[config.mk]
export PLATFORM = sky130hd
export DESIGN_NAME = pipe_stage_register
export DESIGN_NICKNAME = d
export VERILOG_FILES = /design/src/rtl/pipe_stage_register.sv
export SDC_FILE = /design/constraint.sdc
export NUM_CORES = 1
export LEC_CHECK = 0
export CAP_MARGIN = 10
export CORE_MARGIN = 10
export CORE_UTILIZATION = 64
export CTS_CLUSTER_DIAMETER = 40
export CTS_CLUSTER_SIZE = 28
export DETAILED_ROUTE_END_ITERATION = 10
export DONT_BUFFER_PORTS = 1
export PLACE_DENSITY = 0.77
export SYNTH_ARGS = -nofsm -noshare
export SYNTH_HDL_FRONTEND = slang
export SYNTH_SLANG_ARGS = --single-unit
[constraint.sdc]
create_clock -name clk -period 3.06 [get_ports clk]
set_input_delay 0.612 -clock clk [delete_from_list [all_inputs] [get_ports clk]]
set_output_delay 0.612 -clock clk [all_outputs]
set_load 0.02 [all_outputs]
[src/rtl/pipe_stage_register.sv]
// Pipeline stage register with valid/ready handshake and a 2-entry skid buffer.
// in_ready comes from registered state only, so downstream stalls never form a combinational ready path.
module pipe_stage_register #(
   parameter int unsigned  N           = 8,
   parameter logic [N-1:0] RESET_VALUE = '0
) (
   input  logic         clk,
   input  logic         reset,
   input  logic         flush,
   input  logic         in_valid,
   output logic         in_ready,
   input  logic [N-1:0] in_data,
   output logic         out_valid,
   input  logic         out_ready,
   output logic [N-1:0] out_data,
   output logic [1:0]   occupancy
);

   typedef enum logic [1:0] {
      EMPTY = 2'b00,
      FULL  = 2'b01,
      SKID  = 2'b10
   } state_t;

   state_t       state_q, state_d;
   logic [N-1:0] main_q, skid_q;
   logic         in_fire, out_fire;
   logic         load_main, main_from_skid, load_skid;

   assign in_fire  = in_valid & in_ready;
   assign out_fire = out_valid & out_ready;

   // NOTE: sequential state is written with non-blocking assignments only.
   always_ff @(posedge clk or negedge reset) begin
      if (!reset) state_q <= EMPTY;
      else        state_q <= state_d;
   end

   // NOTE: every combinational output gets a default first, so no path can infer a latch.
   always_comb begin
      state_d        = state_q;
      load_main      = 1'b0;
      main_from_skid = 1'b0;
      load_skid      = 1'b0;
      if (flush) begin
         state_d = EMPTY;
      end else begin
         case (state_q)
            EMPTY: begin
               if (in_fire) begin
                  load_main = 1'b1;
                  state_d   = FULL;
               end
            end
            FULL: begin
               if (in_fire && out_fire) begin
                  load_main = 1'b1;
               end else if (out_fire) begin
                  state_d = EMPTY;
               end else if (in_fire) begin
                  load_skid = 1'b1;
                  state_d   = SKID;
               end
            end
            SKID: begin
               if (out_fire) begin
                  load_main      = 1'b1;
                  main_from_skid = 1'b1;
                  state_d        = FULL;
               end
            end
            default: state_d = EMPTY;
         endcase
      end
   end

   // NOTE: the storage registers are reset because RESET_VALUE is visible on out_data after reset.
   // Loads only happen on a handshake, so X on in_data while in_valid=0 never gets captured.
   always_ff @(posedge clk or negedge reset) begin
      if (!reset) begin
         main_q <= RESET_VALUE;
         skid_q <= RESET_VALUE;
      end else begin
         if (load_main) main_q <= main_from_skid ? skid_q : in_data;
         if (load_skid) skid_q <= in_data;
      end
   end

   always_comb begin
      in_ready  = 1'b1;
      out_valid = 1'b0;
      occupancy = 2'd0;
      case (state_q)
         FULL: begin
            out_valid = 1'b1;
            occupancy = 2'd1;
         end
         SKID: begin
            in_ready  = 1'b0;
            out_valid = 1'b1;
            occupancy = 2'd2;
         end
         default: ;
      endcase
   end

   assign out_data = main_q;

endmodule

==> flow_summary.ini, run 1 <==
[synthesis]
synthCells = 70
syn_area_per_cell_um2 = 13.7
yosysSeqAreaShare = 0.471
synth_fp_nets = 87
count_of_state_elements_after_synthesis = 18
synthesis.yosys.warnings = 0
synth_area_um2 = 956
synth_cell_type_count = 19

[routing]
route.antenna.remaining_nets = 0
vias = 554
routed_wire_length_per_instance_um = 20.3
avgViaCountPerCell = 6.16
drt_iter0_drc = 8
wl_mm = 1.83
number_of_search_and_repair_iterations_in_the_first_detailed_routing_pass = 4
drcViolationCount = 0

[global_route]
overflow = 0
grt_max_degree = 11
first_global_vias = 584
grt_pass1_wl_mm = 2.93
grt_antenna_before_repair = 0
grtUsageTotal = 0.111

[power]
static-leakage-power_nw = 0.478
vdd.ir_drop.worst_uv = 577
power.density_mw_per_mm2 = 912
finalPower_mw = 0.930

[critical_path]
timing.critical_path.fanout_max = 8
timing.setup.critical_path_class = flip-flop to flip-flop
start_kind = flip-flop
arrival_ps = 2350
required_ps = 3230
worst_r2r_endpoint = out_data[1]
regToRegStartpoint = state_q[0]
worst_setup_path_end_kind = flip-flop
reg2reg_slack_ps = 880
timing.reg2reg.worst_path_depth = 5

[clocking]
clk_root_buffer_cell = sky130_fd_sc_hd__clkbuf_4
tritoncts_buffer_count = 3
ctsResizeCount = 0
cts_setup_buffers = 0
hold_buffers = 1
clk_pin_slew_ps = 90
clock_sink_count = 18
clk-insertion-delay-late_ps = 280
htree_levels = 1
cts_tree = yes
clock_path_buffers = 2

[placement]
placed_cells_incl_taps = 84
post-dp-hpwl_mm = 1.41
detailedPlace.worstSlack_ps = 880
gp_congestion = 0.834
port-buffer-count = 0

[die]
number_of_rows_in_the_core_area = 13
core_footprint_mm2 = 0.00135
ios = 25
effective_utilization_at_floorplan = 0.708
chipHeight_um = 58.6
dieArea_mm2 = 0.00344
fp.dieW_um = 58.6

[timing]
min_period_ps = 2180
pins_over_slew_limit = 0
maximum_operating_frequency_mhz = 458
finClkSkew_ps = 5.57
fin_ws_ps = 877
finalHoldViolCount = 0
setup_viol = 0
layout_worst_path_cycle_share = 0.713
worst_pin_slew_ps = 740
rsz0062_at_grt = no
slew_headroom = 0.506
setup_total_negative_slack_ps = 0

[cells_and_area]
post_route_cells_drive_above_1_share = 0.413
flow.area_growth_from_synthesis_pct = 6.68
layoutNonFillerInstCount = 90
final_nets = 93
layout_commonest_cell = sky130_fd_sc_hd__dfrtp_1
total_inserted_antenna_cells = 0
fillers = 87
layout.cells.most_common_list = sky130_fd_sc_hd__dfrtp_1 (18), sky130_fd_sc_hd__mux2_2 (16), sky130_fd_sc_hd__mux2_4 (9)

[run_status]
run_status = complete, no violations

[worst_hold_path]
timing.hold.worst.class = input port to flip-flop
min_path_cells = 1
hold_start = flush
timing.hold.worst_endpoint = state_q[1]

[flow_run]
cap_viol_max_count = 0
-- flip-flops by register name, summed over array words and instances (netlist names) --
name,count
out_data,8
skid_q,8
state_q,2
-- synthesized netlist by cell type --
master / number / share of area
sky130_fd_sc_hd__a21oi_1: 1 / 0.0052
sky130_fd_sc_hd__a32oi_1: 1 / 0.0092
sky130_fd_sc_hd__and4b_1: 1 / 0.010
sky130_fd_sc_hd__buf_6: 1 / 0.012
sky130_fd_sc_hd__dfrtp_1: 18 / 0.47
sky130_fd_sc_hd__ha_1: 4 / 0.052
sky130_fd_sc_hd__inv_1: 4 / 0.016
sky130_fd_sc_hd__mux2_2: 16 / 0.19
sky130_fd_sc_hd__mux2_4: 9 / 0.14
sky130_fd_sc_hd__nand2_1: 3 / 0.012
sky130_fd_sc_hd__nand4_1: 1 / 0.0065
sky130_fd_sc_hd__nor2_1: 4 / 0.016
sky130_fd_sc_hd__nor2b_1: 1 / 0.0065
sky130_fd_sc_hd__nor3_1: 1 / 0.0052
sky130_fd_sc_hd__o21ai_0: 1 / 0.0052
sky130_fd_sc_hd__o221a_2: 1 / 0.012
sky130_fd_sc_hd__o31ai_1: 1 / 0.0079
sky130_fd_sc_hd__o32ai_2: 1 / 0.017
sky130_fd_sc_hd__or2_1: 1 / 0.0065
-- worst max-delay path by stage --
stage,from,end,slack [ps],cells after the start
detailed placement,state_q[0],out_data[1],880,5
finish,state_q[0],out_data[1],880,5
CTS,state_q[0],out_data[1],840,5
floorplan,state_q[0],out_data[1],1130,7
global placement,state_q[0],out_data[6],950,5
global route,state_q[0],out_data[1],750,5
-- area by class of cell --
type / count / area (µm²) / area share
multi-input cells: 47 / 479 / 0.470
flip-flops and latches: 18 / 450 / 0.442
clock buffers: 4 / 36.3 / 0.0356
repair buffers: 2 / 20.0 / 0.0196
well taps: 15 / 18.8 / 0.0184
inverters: 4 / 15.0 / 0.0147
-- critical path, cell delays in order (launching register included) --
cell                      delay, ps
sky130_fd_sc_hd__dfrtp_1        410
sky130_fd_sc_hd__inv_1          110
sky130_fd_sc_hd__ha_1           350
sky130_fd_sc_hd__nand2_1        150
sky130_fd_sc_hd__o32ai_2        640
sky130_fd_sc_hd__mux2_2         410
-- cell families (layout without fill, tap and decap cells) --
family,Yosys count,in the layout,synth area share
mux,25,25,0.330
buf+inv,5,10,0.0275
flops,18,18,0.471
compound gates,6,6,0.0563
simple gates,12,12,0.0628
fa+ha+maj,4,4,0.0524
-- metal layers --
metal	routed length, µm	track usage
met3	212	0.0644
met1	678	0.123
met4	13	0.0393
met5	0	0
met2	921	0.173
-- power by group --
group          switching [mW]  leakage [nW]  internal [mW]
combinational           0.136         0.240          0.162
clock                  0.0645        0.0210         0.0724
sequential              0.143         0.217          0.352
-- per-stage QoR --
step / utilization / hold slack [ps] / area, µm²
3_5_place_dp: 0.714 / 317 / 963
2_1_floorplan: - / 316 / 956
5_1_grt: 0.755 / 390 / 1020
3_3_place_gp: 0.714 / 317 / 963
6_report: 0.755 / 415 / 1020
4_1_cts: 0.748 / 4.77 / 1010
No activity file was read; power rests on OpenSTA's default activity.
==> run 2, diff against run 1 <==
- CORE_UTILIZATION: 64 -> 60
- PLACE_DENSITY: 0.77 -> 0.73
- clock period: 3.06 -> 2.25 ns (I/O delays scaled with it)
==> flow_summary.ini, run 2 (same netlist as run 1, synthesis figures left out) <==
[run_status]
run_status = complete, no violations

[critical_path]
start_kind = flip-flop
arrival_ps = 2220
timing.reg2reg.worst_path_depth = 8
worst_setup_path_end_kind = flip-flop
timing.setup.critical_path_class = flip-flop to flip-flop
timing.critical_path.fanout_max = 4
required_ps = 2420

[timing]
slew_headroom = 0.474
min_period_ps = 2050
maximum_operating_frequency_mhz = 488
layout_worst_path_cycle_share = 0.911
finClkSkew_ps = 2.43
setup_total_negative_slack_ps = 0
pins_over_slew_limit = 0
finalHoldViolCount = 0
worst_pin_slew_ps = 786
rsz0062_at_grt = no
setup_viol = 0
fin_ws_ps = 201

[global_route]
grtUsageTotal = 0.0961
grt_max_degree = 19
grt_antenna_before_repair = 0
first_global_vias = 529
grt_pass1_wl_mm = 2.57
overflow = 0

[clocking]
htree_levels = 1
tritoncts_buffer_count = 3
clk_root_buffer_cell = sky130_fd_sc_hd__clkbuf_4
clk_pin_slew_ps = 90
cts_tree = yes
cts_setup_buffers = 0
clock_sink_count = 18
clock_path_buffers = 2
clk-insertion-delay-late_ps = 280

[cells_and_area]
layoutNonFillerInstCount = 92
flow.area_growth_from_synthesis_pct = 6.68
total_inserted_antenna_cells = 0
fillers = 107
final_nets = 95
layout.cells.most_common_list = sky130_fd_sc_hd__dfrtp_1 (18), sky130_fd_sc_hd__mux2_2 (16), sky130_fd_sc_hd__mux2_4 (9)
layout_commonest_cell = sky130_fd_sc_hd__dfrtp_1
post_route_cells_drive_above_1_share = 0.434

[die]
number_of_rows_in_the_core_area = 14
fp.dieW_um = 59.9
chipHeight_um = 59.9
effective_utilization_at_floorplan = 0.635
ios = 25
core_footprint_mm2 = 0.00151
dieArea_mm2 = 0.00359

[power]
static-leakage-power_nw = 0.483
power.density_mw_per_mm2 = 1200
vdd.ir_drop.worst_uv = 646

[routing]
routed_wire_length_per_instance_um = 18.2
wl_mm = 1.68
number_of_search_and_repair_iterations_in_the_first_detailed_routing_pass = 4
drt_iter0_drc = 6
vias = 566
drcViolationCount = 0
avgViaCountPerCell = 6.15
route.antenna.remaining_nets = 0

[flow_run]
cap_viol_max_count = 0

[placement]
placed_cells_incl_taps = 88
port-buffer-count = 0
detailedPlace.worstSlack_ps = 203
post-dp-hpwl_mm = 1.31
gp_congestion = 0.817

[worst_hold_path]
timing.hold.worst.class = input port to flip-flop
min_path_cells = 1
run 2: worst max-delay path: stages (launching register included):
cell	delay, ps
sky130_fd_sc_hd__dfrtp_1	390
sky130_fd_sc_hd__inv_1	80
sky130_fd_sc_hd__ha_1	210
sky130_fd_sc_hd__buf_4	170
sky130_fd_sc_hd__inv_1	220
sky130_fd_sc_hd__a32oi_1	130
sky130_fd_sc_hd__o32ai_2	200
sky130_fd_sc_hd__buf_4	200
sky130_fd_sc_hd__mux2_2	330
run 2: path summary, 6_finish.rpt:
kind                          endpoint  slack [ps]        from
min in group asynchronous  out_data[2]         680       reset
setup reg to reg           out_data[1]         200  state_q[0]
hold / removal              state_q[1]         260       flush
setup / recovery           out_data[1]         200  state_q[0]
hold reg to reg              skid_q[5]         510   skid_q[5]
max in group asynchronous  out_data[3]        1080       reset
run 2: power by group:
group / switching [mW] / total (mW) / internal, mW
clock network: 0.0889 / 0.151 / 0.0621
registers: 0.182 / 0.661 / 0.479
logic: 0.183 / 0.414 / 0.231
total: 0.454 / 1.23 / 0.772
run 2: area by class of cell:
cell class	instances	area [µm²]	share of cell area
Sequential cell	18	450	0.442
Clock buffer	3	22.5	0.0221
Multi-Input combinational cell	47	479	0.470
Inverter	4	15.0	0.0147
Timing Repair Buffer	4	32.5	0.0319
Tap cell	16	20.0	0.0196
run 2: metrics by stage:
stage	util	hold WS (ps)	cell area [µm²]	total power, mW
floorplan	-	154	956	0.990
global placement	0.655	155	987	1.06
detailed placement	0.655	155	987	1.08
CTS	0.677	244	1020	1.25
global route	0.677	236	1020	1.31
finish	0.677	256	1020	1.23
run 2: layer usage:
| layer | share of wire | track usage | up-vias |
|---|---|---|---|
| met3 | 0.098 | 0.0551 | 4 |
| li1 | - | - | 262 |
| met2 | 0.51 | 0.150 | 20 |
| met5 | 0 | 0 | - |
| met1 | 0.37 | 0.0970 | 280 |
| met4 | 0.016 | 0.0577 | 0 |
run 2: repair_timing:
item / in CTS / in global routing
hold buffers: 1 / 0
endpoints found under the hold margin: 18 / 0
gates resized for setup: 0 / 0
